[src/rtl/bank_seq_pkg.sv]
// Shared types and defaults for the banked line-memory sequencer.
// Holds the FSM encoding and the terminal-count helper.
package bank_seq_pkg;

  typedef enum logic [1:0] {
    IDLE,
    RUN,
    DRAIN,
    DONE
  } state_t;

  localparam int NUM_BANKS_D  = 8;
  localparam int BANK_DEPTH_D = 8192;
  localparam int WR_LAG_D     = 13;
  localparam int SEL_LAG_D    = 2;

  // Counter value at which a frame has fully drained.
  function automatic int term_cnt(
    input int nb,
    input int depth,
    input int lag
  );
    return nb * depth + lag;
  endfunction

endpackage

[src/rtl/bank_onehot_dec.sv]
// Lagged bank decoder: maps a frame count to a one-hot bank.
// Also reports whether the lagged count is inside the frame.
module bank_onehot_dec
  import bank_seq_pkg::*;
#(
  parameter int NUM_BANKS  = NUM_BANKS_D,
  parameter int BANK_DEPTH = BANK_DEPTH_D,
  parameter int CNT_W      = 17,
  parameter int LAG        = 0,
  parameter int IW         = $clog2(NUM_BANKS)
) (
  input  logic [CNT_W-1:0]     cnt,
  input  logic                 en,
  output logic [NUM_BANKS-1:0] onehot,
  output logic [IW-1:0]        idx,
  output logic                 in_range,
  output logic                 past
);

  localparam int L = $clog2(BANK_DEPTH);
  localparam logic [CNT_W-1:0] LAG_C = CNT_W'(LAG);
  localparam logic [CNT_W-1:0] T_C =
    CNT_W'(NUM_BANKS * BANK_DEPTH);

  logic [CNT_W-1:0] off;

  generate
    if (LAG == 0) begin : g_nolag
      assign past = 1'b1;
    end else begin : g_lag
      assign past = (cnt >= LAG_C);
    end
  endgenerate

  assign off      = cnt - LAG_C;
  assign in_range = past && (off < T_C);
  assign idx      = IW'(off >> L);

  // Light exactly one bank while enabled and in range.
  always_comb begin
    onehot = '0;
    if (en && in_range) begin
      onehot[idx] = 1'b1;
    end
  end

endmodule

[src/rtl/bank_sequencer.sv]
// Start/stall/done controller for the 8-bank window line memory.
// One frame counter drives read, write and output-mux decodes.
module bank_sequencer
  import bank_seq_pkg::*;
#(
  parameter int NUM_BANKS  = NUM_BANKS_D,
  parameter int BANK_DEPTH = BANK_DEPTH_D,
  parameter int WR_LAG     = WR_LAG_D,
  parameter int SEL_LAG    = SEL_LAG_D,
  parameter int CNT_W      = 17
) (
  input  logic                         clk,
  input  logic                         rst_n,
  input  logic                         start,
  input  logic                         stall,
  output logic [NUM_BANKS-1:0]         rd_en,
  output logic [NUM_BANKS-1:0]         wr_en,
  output logic [$clog2(NUM_BANKS)-1:0] bank_sel,
  output logic                         pix_valid,
  output logic                         busy,
  output logic                         done,
  output logic [CNT_W-1:0]             frame_cnt
);

  localparam int IW = $clog2(NUM_BANKS);
  localparam logic [CNT_W-1:0] T_M1 =
    CNT_W'(NUM_BANKS * BANK_DEPTH - 1);
  localparam logic [CNT_W-1:0] END_M1 =
    CNT_W'(term_cnt(NUM_BANKS, BANK_DEPTH, WR_LAG) - 1);
  localparam logic [IW-1:0] LAST_B = IW'(NUM_BANKS - 1);

  state_t           state_q, state_d;
  logic [CNT_W-1:0] cnt_q, cnt_d;
  logic             run;
  logic             go;

  logic [IW-1:0]        rd_idx, wr_idx, sel_idx;
  logic                 rd_hit, wr_hit, sel_hit;
  logic                 rd_past, wr_past, sel_past;
  logic [NUM_BANKS-1:0] sel_oh;
  logic                 unused_ok;

  // State and frame counter registers.
  always_ff @(posedge clk or negedge rst_n) begin
    if (!rst_n) begin
      state_q <= IDLE;
      cnt_q   <= '0;
    end else begin
      state_q <= state_d;
      cnt_q   <= cnt_d;
    end
  end

  // Next state: start only acts when not busy; stall freezes all.
  always_comb begin
    state_d = state_q;
    cnt_d   = cnt_q;
    unique case (state_q)
      IDLE, DONE: begin
        if (start) begin
          state_d = RUN;
          cnt_d   = '0;
        end
      end
      RUN: begin
        if (!stall) begin
          cnt_d = cnt_q + CNT_W'(1);
          if (cnt_q == T_M1) state_d = DRAIN;
        end
      end
      DRAIN: begin
        if (!stall) begin
          cnt_d = cnt_q + CNT_W'(1);
          if (cnt_q == END_M1) state_d = DONE;
        end
      end
    endcase
  end

  assign run  = (state_q == RUN);
  assign busy = run | (state_q == DRAIN);
  assign done = (state_q == DONE);
  assign go   = busy & ~stall;

  assign frame_cnt = cnt_q;

  bank_onehot_dec #(
    .NUM_BANKS  (NUM_BANKS),
    .BANK_DEPTH (BANK_DEPTH),
    .CNT_W      (CNT_W),
    .LAG        (0),
    .IW         (IW)
  ) u_rd (
    .cnt      (cnt_q),
    .en       (run & ~stall),
    .onehot   (rd_en),
    .idx      (rd_idx),
    .in_range (rd_hit),
    .past     (rd_past)
  );

  bank_onehot_dec #(
    .NUM_BANKS  (NUM_BANKS),
    .BANK_DEPTH (BANK_DEPTH),
    .CNT_W      (CNT_W),
    .LAG        (WR_LAG),
    .IW         (IW)
  ) u_wr (
    .cnt      (cnt_q),
    .en       (go),
    .onehot   (wr_en),
    .idx      (wr_idx),
    .in_range (wr_hit),
    .past     (wr_past)
  );

  bank_onehot_dec #(
    .NUM_BANKS  (NUM_BANKS),
    .BANK_DEPTH (BANK_DEPTH),
    .CNT_W      (CNT_W),
    .LAG        (SEL_LAG),
    .IW         (IW)
  ) u_sel (
    .cnt      (cnt_q),
    .en       (go),
    .onehot   (sel_oh),
    .idx      (sel_idx),
    .in_range (sel_hit),
    .past     (sel_past)
  );

  assign pix_valid = |sel_oh;

  assign bank_sel = !sel_past ? '0 :
                    sel_hit   ? sel_idx : LAST_B;

  assign unused_ok = ^{rd_idx, rd_hit, rd_past,
                       wr_idx, wr_hit, wr_past};

endmodule

[config.mk]
export PLATFORM = sky130hd
export DESIGN_NAME = bank_sequencer
export DESIGN_NICKNAME = d
export VERILOG_FILES = /design/src/rtl/bank_seq_pkg.sv /design/src/rtl/bank_onehot_dec.sv /design/src/rtl/bank_sequencer.sv
export SDC_FILE = /design/constraint.sdc
export NUM_CORES = 1
export LEC_CHECK = 0
export ABC_AREA = 0
export BUFFER_PORTS_ARGS = -buffer_cell sky130_fd_sc_hd__buf_4
export CAP_MARGIN = 20
export CORE_AREA = 2 2 63 65
export DETAILED_ROUTE_END_ITERATION = 8
export DIE_AREA = 0 0 65 67
export MAX_ROUTING_LAYER = met4
export RECOVER_POWER = 50
export SETUP_SLACK_MARGIN = 0.5
export SYNTH_ARGS = -nofsm -noshare
export SYNTH_HDL_FRONTEND = slang
export SYNTH_SLANG_ARGS = --single-unit
[constraint.sdc]
create_clock -name clk -period 6.6 [get_ports clk]
set_clock_uncertainty 0.1 [all_clocks]
set_input_delay 0.33 -clock clk [delete_from_list [all_inputs] [get_ports clk]]
set_output_delay 0.33 -clock clk [all_outputs]
set_load 0.1 [all_outputs]
==> metrics.csv, run 1 <==
metric;value;unit
syn_avg_cell_area;8.17;um2
cts_sinks;19;
synth_edf_count;0;
dieArea;4360;um2
cts_root_buf;clkbuf_8;
drc_errors;0;
peakVddDrop;0.236;mV
overflow;0;
syn_inst;180;
fin_tns_setup;0;ns
rsz0062_at_grt;no;
grt_use_met1;26.1;%
ant_nets;0;
clk_latency;0.26;ns
routed_wl;3850;um
grt_pass1_vias;1369;
async_flop_share;100;%
syn_nets;193;
nets;232;
ctsHoldBuffers;1;
ys_ff_latch;19;
rows;22;
drv_cap;0;
numCtsBuffers;3;
cts.htree.levels;1;
n_antenna_cell;0;
place.gp.congestion;0.806;
wl_per_cell;14.5;um
critPathKind;reg2out;
ys_warn_count;0;
hold_class;in2reg;
fillCellCount;369;
ys_top_cells_by_area;dfrtp_1, ha_1, mux2i_1, nand2_1, nor2_1;
hold_viol;0;
cp.required;6.17;ns
chipWidth;65;um
layout_common_cells;buf_4, nand2_1, clkbuf_1;
fmax;0.316;GHz
ys.flop_type;dfrtp_1;
synth_top_area_cell;dfrtp_1;
drt-pass1-iter-count;4;
cts_buffer_depth;2;
slew_headroom;22.9;%
ys_seq_area_share;32.3;%
yosysTopAreaCellShare;32.3;%
grt.busiest_layer;met2;
vias_per_cell;5.50;
path_clk_slew;0.07;ns
setup_slack;3.43;ns
rr_startpoint;state_q[0];
fp.dieH;67;um
crit_path_start_kind;flop;
min_delay_worst_endpoint;frame_cnt[0];
regToRegEndpoint;frame_cnt[13];
period_needed;3.17;ns
period_share;48.0;%
grt_usage;19.6;%
min_from;stall;
cp_data_arrival_time;2.74;ns
design_area;1780;um2
hpwlAfterDp;2870;um
finalSetupViolCount;0;
cp_max_fo;11;
r2r_setup_slack;3.87;ns
syn_to_final_growth;21.3;%
drt_iter0_drc;97;
core-area;3610;um2
worst_slew_pin_slew;1.16;ns
port_buffers;42;
leakage;0.801;nW
powerDensity;317;nW/um2
dp_cells;261;
grt_pass1_wl;6470;um
postCtsSetupBuffers;0;
cts_tree;yes;
outcome;finished clean;
place_ws;3.73;ns
syn_area;1470;um2
min_delay_path_depth;3;
r2r_cells;7;
use_met2;30.4;%
dr_total_vias;1462;
dpl_cell_area;1800;um2
antenna_found_initial;0;
drive_above_1_share;13.8;%
io_pins;43;
finalNonFillerCells;266;
cts.repair.resized;0;
start_util;40.8;%
grt_max_degree;21;
endpoint_kind;output pin;
gr-usage-met3;2.20;%
p_total;566;uW
synth.distinct_cells;37;
finalMaxSlewViolations;0;
final_common_cell;buf_4;
==> worst max path at each step <==
stage / startpoint / to / slack [ns] / cells past startpoint
floorplan: frame_cnt[5] / bank_sel[1] / 1.86 / 6
global placement: frame_cnt[1] / wr_en[1] / 3.85 / 7
detailed placement: frame_cnt[0] / wr_en[5] / 3.73 / 7
CTS: frame_cnt[0] / wr_en[5] / 3.44 / 7
global route: frame_cnt[1] / wr_en[4] / 3.23 / 7
finish: frame_cnt[0] / wr_en[5] / 3.43 / 7
==> power breakdown <==
group          internal [mW]  leakage (nW)  switching [mW]
logic                 0.0648         0.521           0.261
clock network         0.0430        0.0228          0.0413
registers              0.131         0.258          0.0250
==> cell usage after synthesis (2+ instances only) <==
cell type  number
a21oi_1         3
a31oi_1         2
and3_1          4
and4_1          2
clkbuf_1        6
dfrtp_1        19
ha_1            9
inv_1           9
mux2i_1         8
nand2_1        21
nand2b_1        3
nand3_1        11
nand3b_1        2
nand4_1         7
nor2_1         20
nor3_1         10
nor4_1          3
nor4_4          3
o211ai_1        3
o21ai_0        15
o31ai_1         3
or4_1           2
==> cell type report <==
| class | count | area (um2) | share of cell area, % |
|---|---|---|---|
| multi-input cells | 143 | 920 | 51.5 |
| flip-flops and latches | 19 | 475 | 26.6 |
| repair buffers | 43 | 250 | 14.0 |
| well taps | 48 | 60.1 | 3.37 |
| clock buffers | 4 | 45.0 | 2.52 |
| inverters | 9 | 33.8 | 1.89 |
==> critical path, cell delays in order, from the launching register on <==
cell and delay (ns):
dfrtp_1 0.53, inv_1 0.11, ha_1 0.22, nor4_1 0.53
o21ai_0 0.18, a2111o_1 0.45, nor2_1 0.14, buf_4 0.30
==> stage by stage <==
step                hold slack [ns]  utilization [%]
CTS                           0.368             51.6
global route                  0.397             49.5
global placement              0.117             50.0
detailed placement            0.127             50.0
finish                        0.372             49.5
floorplan                   -0.0656                -
==> flip-flops by register name, summed over array words and instances (netlist names) <==
signal and count:
frame_cnt 17, state_q 2
==> cells by family (layout without fill, tap and decap cells) <==
kind of cell / count (synthesis) / in the layout / share of synthesized area, %
muxes: 8 / 8 / 5.44
adders and majority gates: 9 / 9 / 7.65
DFF: 19 / 19 / 32.3
and+or+nand+nor: 91 / 91 / 34.0
AOI/OAI and AO/OA: 34 / 34 / 14.8
buffers and inverters: 18 / 56 / 5.19
xor gates and xnor gates: 1 / 1 / 0.595
==> per-layer routing <==
layer,vias to the layer above,share of wire [%]
met5,-,0
met2,61,44
li1,730,-
met1,666,48
met4,0,1.3
met3,5,6.5
Power figures use the tool's default switching activity.
==> run 2: changes to the inputs <==
--- a/config.mk
+++ b/config.mk
@@ -12,6 +12,7 @@
 export DETAILED_ROUTE_END_ITERATION = 8
 export DIE_AREA = 0 0 65 67
 export MAX_ROUTING_LAYER = met4
+export PLACE_DENSITY = 0.67
 export RECOVER_POWER = 50
 export SETUP_SLACK_MARGIN = 0.5
 export SYNTH_ARGS = -nofsm -noshare
==> constraint.sdc (replaced) <==
create_clock -name clk -period 2.7 [get_ports clk]
set_clock_uncertainty 0.1 [all_clocks]
set_input_delay 0.135 -clock clk [delete_from_list [all_inputs] [get_ports clk]]
set_output_delay 0.135 -clock clk [all_outputs]
set_load 0.1 [all_outputs]
==> metrics.csv, run 2 (synthesis gave the netlist of run 1 again) <==
metric;value;unit;change
endpoint_kind;output pin;;
hold_class;in2reg;;
path_clk_slew;0.07;ns;about the same
design_area;2490;um2;+40%
powerDensity;647;nW/um2;+100%
cp_slowest_cell;dfrtp_4;;
syn_to_final_growth;69.3;%;
start_util;40.8;%;unchanged
dp_cells;270;;+3.4%
clk_latency;0.26;ns;about the same
place.gp.congestion;0.854;;+5.9%
grt_pass1_wl;7420;um;+15%
peakVddDrop;0.573;mV;+140%
pwr-share-comb;64.7;%;+7.1 points
drt_iter0_drc;78;;-20%
critPathKind;reg2out;;
worst_slew_pin_slew;1.18;ns;+0.0195 ns
cp_max_fo;3;;-8
cts_buffer_depth;2;;unchanged
drc_errors;0;;unchanged
drv_cap;0;;unchanged
path_cells;nor4_4 -> nand3_2 -> or4_4 -> nor4_4 -> mux2i_4 -> buf_12;;
numCtsBuffers;3;;unchanged
cts_root_buf;clkbuf_8;;
grt_max_degree;20;;-4.8%
finalMaxSlewViolations;0;;unchanged
dr_total_vias;1641;;+12%
hpwlAfterDp;3240;um;+13%
p_int;710;uW;+200%
p_switching;901;uW;+170%
crit_buf_inv;1;;-1
core-area;3610;um2;unchanged
grt_usage;22.5;%;+2.9 points
grt_pass1_vias;1571;;+15%
io_pins;43;;unchanged
chipWidth;65;um;unchanged
cts_tree;yes;;
overflow;0;;unchanged
largest_reg_flops;17;;unchanged
slew_headroom;21.6;%;-1.3 points
hold_viol;0;;unchanged
drive_above_1_share;48.4;%;+35 points
clockPowerShare;12.7;%;-2.2 points
fp.dieH;67;um;unchanged
port_buffers;42;;unchanged
routed_wl;4660;um;+21%
layout_common_cells;buf_4, nand2_1, clkbuf_1;;
cts_sinks;19;;unchanged
rsz0062_at_grt;yes;;
wl_per_cell;15.9;um;+9.4%
period_share;98.8;%;
vias_per_cell;5.58;;+1.6%
dieArea;4360;um2;unchanged
final_common_cell;buf_4;;
rows;22;;unchanged
leakage;1.00;nW;+25%
fmax;0.375;GHz;
cp.required;2.47;ns;-3.70 ns
antenna_found_initial;0;;unchanged
finalSetupViolCount;0;;unchanged
ant_nets;0;;unchanged
cp_data_arrival_time;2.43;ns;-0.31 ns
period_needed;2.67;ns;
setup_slack;0.0319;ns;-3.40 ns
place_ws;0.0670;ns;-3.66 ns
fillCellCount;290;;-21%
crit_path_start_kind;flop;;
outcome;finished clean;;
max_stage_delay;0.49;ns;-0.04 ns
cpMostUsedCell;nor4_4;;
cts.htree.levels;1;;unchanged
dpl_cell_area;2150;um2;+19%
finalNonFillerCells;294;;+11%
cp_top_family;simple AND/OR/NAND/NOR gates;;
power_frac_seq;22.6;%;-4.9 points
p_sw_share;55.9;%;-2.0 points
nets;260;;+12%
n_antenna_cell;0;;unchanged
drt-pass1-iter-count;4;;unchanged
run 2: through the flow:
stage | total power [mW] | hold WS [ns] | util (%) | setup TNS (ns)
floorplan | 1.13 | -0.261 | - | -0.665
CTS | 1.59 | 0.178 | 66.6 | 0
detailed placement | 1.35 | -0.0720 | 59.5 | 0
global route | 1.69 | 0.200 | 69.1 | -0.348
global placement | 1.32 | -0.0716 | 59.5 | 0
finish | 1.61 | 0.192 | 69.1 | 0
run 2: routing by layer:
metal	share of wire [%]	track usage (%)	vias to the layer above
li1	-	-	787
met1	42	25.6	792
met2	53	41.5	55
met3	3.7	2.53	7
met4	1.3	6.91	0
met5	0	-	-
run 2: repair_timing:
action / 4_1_cts / 5_1_grt
endpoints found under the setup margin: 14 / 21
hold buffers: 1 / 0
endpoints found under the hold margin: 19 / 0
setup buffers: 9 / 10
pin swaps: 8 / 10
gates resized for setup: 29 / 15
gates cloned: 0 / 0
run 2: layout make-up:
type	instances	area (um2)	share of cell area, %
clock inverter	1	5.00	0.201
inverter	9	33.8	1.36
clock buffer	3	41.3	1.66
tap	48	60.1	2.41
multi-input combinational	143	1240	49.6
sequential	19	529	21.2
timing repair buffer	71	586	23.5
run 2: final timing paths:
kind	end	from	slack, ns	depth (start not counted)
min in group asynchronous	frame_cnt[2]	rst_n	0.48	2
setup / recovery	pix_valid	frame_cnt[7]	0.03	6
hold reg to reg	frame_cnt[12]	frame_cnt[12]	0.45	1
max in group asynchronous	frame_cnt[13]	rst_n	1.25	2
setup reg to reg	state_q[1]	frame_cnt[5]	0.48	9
hold / removal	state_q[0]	start	0.19	3
run 2: power groups by stage:
stage | Combinational, mW | Clock (mW) | Sequential [mW]
4_1_cts | 1.01 | 0.208 | 0.364
3_3_place_gp | 0.950 | 0 | 0.371
2_1_floorplan | 0.614 | 0 | 0.516
3_5_place_dp | 0.972 | 0 | 0.374
6_report | 1.04 | 0.204 | 0.364
5_1_grt | 1.10 | 0.226 | 0.367
run 2: tightest hold or removal path, delay by kind of cell:
family          cells  cell delay, ns
mux                 1            0.15
compound gates      1            0.13
buf+inv             1            0.09
